## config.mk

```make
export PLATFORM = sky130hd
export DESIGN_NAME = fifo_axis_drain
export DESIGN_NICKNAME = d
export VERILOG_FILES = /design/src/rtl/fifo_axis_drain.sv
export SDC_FILE = /design/constraint.sdc
export NUM_CORES = 1
export LEC_CHECK = 0
export ABC_AREA = 1
export BUFFER_PORTS_ARGS = -buffer_cell sky130_fd_sc_hd__buf_4
export CORE_MARGIN = 1.5
export CORE_UTILIZATION = 50
export DETAILED_ROUTE_END_ITERATION = 10
export GPL_ROUTABILITY_DRIVEN = 0
export PLACE_DENSITY = 0.74
export SYNTH_ARGS = -nofsm -noshare
export SYNTH_HDL_FRONTEND = slang
export SYNTH_SLANG_ARGS = --single-unit
```

## constraint.sdc

```tcl
create_clock -name aclk -period 2.3 [get_ports aclk]
set_input_delay 0.46 -clock aclk [delete_from_list [all_inputs] [get_ports aclk]]
set_output_delay 0.46 -clock aclk [all_outputs]
set_load 0.1 [all_outputs]
```

## src/rtl/fifo_axis_drain.sv

```systemverilog
// Fifo read-side drain: pops show-ahead fifo words into a registered AXI4-Stream master.
// Packet framing tags tlast at pop time; a skid register decouples tready from fifo_rd.
module fifo_axis_drain #(
    parameter int DATA_BITS = 64,
    parameter int LEN_BITS  = 16
) (
    input  logic                 aclk,
    input  logic                 areset,
    output logic                 fifo_rd,
    input  logic                 fifo_ready_rd,
    input  logic [DATA_BITS-1:0] fifo_data,
    input  logic [LEN_BITS-1:0]  pkt_beats,
    output logic                 m_axis_tvalid,
    input  logic                 m_axis_tready,
    output logic [DATA_BITS-1:0] m_axis_tdata,
    output logic                 m_axis_tlast,
    output logic                 busy,
    output logic                 pkt_done
);

    typedef enum logic {IDLE, ACTIVE} state_t;

    localparam logic [LEN_BITS-1:0] ONE = LEN_BITS'(1);

    state_t               state_q, state_d;
    logic [LEN_BITS-1:0]  beat_cnt_q, beat_cnt_d;
    logic [LEN_BITS-1:0]  len_q, len_d;
    logic                 out_valid_q, out_valid_d;
    logic                 out_last_q, out_last_d;
    logic [DATA_BITS-1:0] out_data_q, out_data_d;
    logic                 skid_valid_q, skid_valid_d;
    logic                 skid_last_q, skid_last_d;
    logic [DATA_BITS-1:0] skid_data_q, skid_data_d;
    logic                 pkt_done_q, pkt_done_d;

    logic                 pop;
    logic                 hs;
    logic                 pop_last;
    logic [LEN_BITS-1:0]  len_eff;

    // fifo_rd depends only on the registered skid state, never on tready
    assign fifo_rd = fifo_ready_rd && !skid_valid_q && !areset;
    assign pop     = fifo_rd && fifo_ready_rd;
    assign hs      = out_valid_q && m_axis_tready;
    assign len_eff = (pkt_beats == '0) ? ONE : pkt_beats;

    always_comb begin
        state_d    = state_q;
        beat_cnt_d = beat_cnt_q;
        len_d      = len_q;
        pop_last   = 1'b0;
        if (pop) begin
            if (state_q == IDLE) begin
                len_d = len_eff;
                if (len_eff == ONE) begin
                    pop_last = 1'b1;
                end else begin
                    beat_cnt_d = ONE;
                    state_d    = ACTIVE;
                end
            end else if (beat_cnt_q == len_q - ONE) begin
                pop_last   = 1'b1;
                beat_cnt_d = '0;
                state_d    = IDLE;
            end else begin
                beat_cnt_d = beat_cnt_q + ONE;
            end
        end
    end

    always_comb begin
        out_valid_d  = out_valid_q;
        out_last_d   = out_last_q;
        out_data_d   = out_data_q;
        skid_valid_d = skid_valid_q;
        skid_last_d  = skid_last_q;
        skid_data_d  = skid_data_q;
        pkt_done_d   = hs && out_last_q;
        if (hs) begin
            if (skid_valid_q) begin
                out_data_d   = skid_data_q;
                out_last_d   = skid_last_q;
                skid_valid_d = 1'b0;
            end else begin
                out_valid_d = 1'b0;
            end
        end
        if (pop) begin
            if (!out_valid_q || (hs && !skid_valid_q)) begin
                out_valid_d = 1'b1;
                out_data_d  = fifo_data;
                out_last_d  = pop_last;
            end else begin
                skid_valid_d = 1'b1;
                skid_data_d  = fifo_data;
                skid_last_d  = pop_last;
            end
        end
    end

    always_ff @(posedge aclk) begin
        if (areset) begin
            state_q      <= IDLE;
            beat_cnt_q   <= '0;
            len_q        <= ONE;
            out_valid_q  <= 1'b0;
            out_last_q   <= 1'b0;
            out_data_q   <= '0;
            skid_valid_q <= 1'b0;
            skid_last_q  <= 1'b0;
            skid_data_q  <= '0;
            pkt_done_q   <= 1'b0;
        end else begin
            state_q      <= state_d;
            beat_cnt_q   <= beat_cnt_d;
            len_q        <= len_d;
            out_valid_q  <= out_valid_d;
            out_last_q   <= out_last_d;
            out_data_q   <= out_data_d;
            skid_valid_q <= skid_valid_d;
            skid_last_q  <= skid_last_d;
            skid_data_q  <= skid_data_d;
            pkt_done_q   <= pkt_done_d;
        end
    end

    assign m_axis_tvalid = out_valid_q;
    assign m_axis_tdata  = out_data_q;
    assign m_axis_tlast  = out_last_q;
    assign busy          = (state_q == ACTIVE);
    assign pkt_done      = pkt_done_q;

endmodule

```

==> results by group <==
Power
  • Share of power burned in combinational logic: 0.199
  • Int Power: 5.569 mW
  • Clock share of power: 0.407
  • Cell area power density: 852.8 nW/um^2
  • Worst VDD drop: 650.5 uV
  • Switching portion of total power: 0.3064
  • Share of power burned in registers: 0.394
  • Power dissipated by switching net loads: 2.459 mW
  • Leakage power: 4.588 nW

Logic synthesis
  • Post-synth net total: 1,045
  • Dominant cell by count in the synthesized netlist: sky130_fd_sc_hd__nor2_1
  • Synth top area cells: sky130_fd_sc_hd__dfxtp_1, sky130_fd_sc_hd__o21ai_0, sky130_fd_sc_hd__nor2_1
  • Share of synthesized area occupied by flip-flops and latches: 0.4522
  • Number of synthesized register bits: 166
  • Biggest area consumer among synthesized cells: sky130_fd_sc_hd__dfxtp_1
  • Warning count from the yosys run: 0
  • Netlist Area Pre-Place: 7350 sq um
  • List of most frequent post-synthesis cells: sky130_fd_sc_hd__nor2_1, sky130_fd_sc_hd__dfxtp_1, sky130_fd_sc_hd__o21ai_0
  • Share of synthesized registers carrying an async set or reset: 0
  • Synth Area per Inst: 7.664 sq um
  • Post-synth cell types: 30
  • Prevailing post-synth register cell: sky130_fd_sc_hd__dfxtp_1
  • Cell count after synthesis: 959
  • Share of the synthesized area in the top cell type: 0.4522
  • Count of flip-flops with a built-in enable after synthesis: 0

Worst setup path
  • Critical Path, Cell by Cell: inv_1 > nand3_1 > clkinvlp_4 > buf_4
  • Total stage count of the critical path: 4
  • Cell family with most CP delay: buffers and inverters
  • Sum of buffers and inverters on the critical path: 3
  • Worst-case register-to-register setup slack: 230 ps
  • Critical Path Sink Type: output pin
  • Longest individual stage delay on the worst path: 440 ps
  • Type of the worst setup path: reg2out
  • FF-to-FF path depth: 13
  • Critical path fanouts, max: 5
  • Worst EP required: 1840 ps
  • WP data arrival: 1690 ps
  • Cell with the biggest individual delay on the critical path: sky130_fd_sc_hd__dfxtp_1
  • Worst Setup Start Kind: register

Timing
  • Achievable Freq: 0.4642 GHz
  • Final worst-path cycle share: 0.9366
  • Final critical path time including I/O delays and setup: 2154 ps
  • Setup TNS: 0 ps
  • Fin. max-slew vios: 0
  • Total of endpoints with negative setup slack in the final report: 0
  • Worst slew margin: 0.6365
  • Transition at the pin with the smallest max-transition slack: 545.3 ps
  • Hold_ws: 259.4 ps
  • Unrepaired setup endpoints after global routing: false
  • Worst Skew: 5.229 ps
  • Final Hold Fails: 0

Routing
  • Final WL: 18.21 mm
  • Via count: 6,641
  • Average wire per cell in the routed design: 14.17 um
  • Initial detailed-routing violation count: 402
  • Via density per instance: 5.168
  • Count of nets left with antenna violations after detail routing: 0
  • Number of detailed-route iterations in the first pass: 5
  • # DRC: 0

Global route
  • Via count of the first global-routing pass: 6,313
  • Number of antenna violations at the first check in global routing: 0
  • Most used routing layer: met2
  • Gr usage total: 0.2377
  • Met2 layer usage reported by global route: 0.3769
  • Met1 capacity usage during global routing: 0.3024
  • Remaining global-route overflow: 0
  • Wire length of the first global-routing pass: 30.27 mm
  • Pin count of the biggest net entering global routing: 138
  • GR Layer Usage met3: 0.08190

Clock network
  • Max Buffers Root-to-Sink: 2
  • # clock sinks: 166
  • Root buffer cell: sky130_fd_sc_hd__clkbuf_16
  • Post CTS Setup Buffer Count: 0
  • Clock slew at reported path FFs: 70 ps
  • H-tree Lvls: 4
  • CTS tree: yes
  • Number of buffers inserted during clock tree synthesis: 17
  • Number of hold buffers added after cts: 0
  • Skew-Pair Late Insertion Delay: 430 ps

Die
  • I/O pin count: 153
  • Number of placement rows: 44
  • Core area: 14,420 sq um
  • Initial Util: 0.5095
  • Die boundary height: 124.2 um
  • Die Outline Area: 15,440 sq um
  • Die outline width: 124.2 um

Cells and area
  • Share of final-layout standard cells stronger than drive strength 1: 0.2089
  • Growth of design area from synthesis to finish: 28.09%
  • Antenna diode count: 0
  • Number of nets in the layout: 1,174

Status
  • Result of the run: complete, no violations

Run
  • Max_cap viols: 0

Placed design
  • Half-perimeter wire length of the detailed placement result: 12.24 mm
  • Count of input and output buffers: 152

Min path
  • Hold path depth: 3
  • Path type of the worst min-delay path: in2reg
per-stage QoR:
| stage | setup slack [ps] | cell area (sq um) | power (mW) | utilization | instances |
|---|---|---|---|---|---|
| 2_1_floorplan | 23.64 | 7355 | 4.374 | - | 959 |
| 3_3_place_gp | 239.9 | 8722 | 4.796 | 0.6047 | 1253 |
| 3_5_place_dp | 194.7 | 8722 | 4.816 | 0.6047 | 1253 |
| 4_1_cts | 146.0 | 9405 | 8.072 | 0.6521 | 1285 |
| 5_1_grt | 20.01 | 9414 | 8.323 | 0.6527 | 1285 |
| 6_report | 145.9 | 9414 | 8.028 | 0.6527 | 1285 |
tightest hold or removal path: cells and delay by family:
family,cells,cell delay (ps)
buffers and inverters,1,80
and+or+nand+nor,2,110
area by class of cell:
cell class	instances	area, sq um
inverters	47	181.4
well taps	184	230.2
clock buffers	18	439.2
clock inverters	14	244.0
multi-input cells	688	3635
repair buffers	168	1361
flip-flops and latches	166	3323
fillers	1250	5010
kinds of logic (layout without fill, tap and decap cells):
group | Yosys count | after routing | synth area share
mux | 65 | 65 | 0.08853
simple gates | 369 | 369 | 0.2121
xor+xnor | 26 | 26 | 0.03098
compound gates | 226 | 226 | 0.1546
fa+ha+maj | 2 | 2 | 0.003404
flops | 166 | 166 | 0.4522
buf+inv | 105 | 247 | 0.05822
path summary, 6_finish.rpt:
kind / end / start
hold / removal: skid_data_q[31]$_SDFFE_PP0P_ / fifo_data[31]
hold reg to reg: pkt_done$_SDFF_PP0_ / m_axis_tlast$_SDFF_PP0_
setup / recovery: fifo_rd / skid_valid_q$_SDFF_PP0_
setup reg to reg: beat_cnt_q[15]$_SDFFE_PP0P_ / len_q[0]$_SDFFE_PP1P_
sequential cells by signal (all words and copies together) (netlist names):
register       cells
beat_cnt_q        16
skid_last_q        1
m_axis_tvalid      1
m_axis_tdata      64
m_axis_tlast       1
skid_valid_q       1
pkt_done           1
skid_data_q       64
len_q             16
busy               1
per-layer routing:
metal / up-vias / wire length (um)
li1: 3417 / -
met1: 3057 / 8235
met2: 145 / 8426
met3: 22 / 1245
met4: 0 / 298
met5: - / 0
power groups by stage:
stage	clock [mW]	sequential (mW)	combinational, mW
6_report	3.27	3.16	1.60
5_1_grt	3.43	3.18	1.72
4_1_cts	3.31	3.16	1.60
3_5_place_dp	0	3.22	1.59
3_3_place_gp	0	3.22	1.58
2_1_floorplan	0	3.85	0.520
cells in the final DEF, fill, tap and decap left out, drive strengths merged:
| cell | Yosys | final |
|---|---|---|
| a211oi | 2 | 2 |
| a21oi | 81 | 81 |
| buf | 18 | 168 |
| bufinv | 0 | 6 |
| clkbuf | 40 | 18 |
| clkinv | 1 | 3 |
| clkinvlp | 0 | 5 |
| dfxtp | 166 | 166 |
| ha | 2 | 2 |
| inv | 46 | 47 |
| mux2i | 65 | 65 |
| nand2 | 122 | 122 |
| nand3 | 28 | 28 |
| nand3b | 4 | 4 |
| nand4 | 7 | 7 |
| nor2 | 203 | 203 |
| nor3 | 4 | 4 |
| nor4 | 1 | 1 |
| o21ai | 143 | 143 |
| xnor2 | 12 | 12 |
| xor2 | 14 | 14 |
timing repair:
action / CTS / global route
setup endpoints to repair: 0 / 4
resized for setup: 0 / 1
endpoints found under the hold margin: 0 / 0
Note: power is estimated with default switching activity, not from simulation.
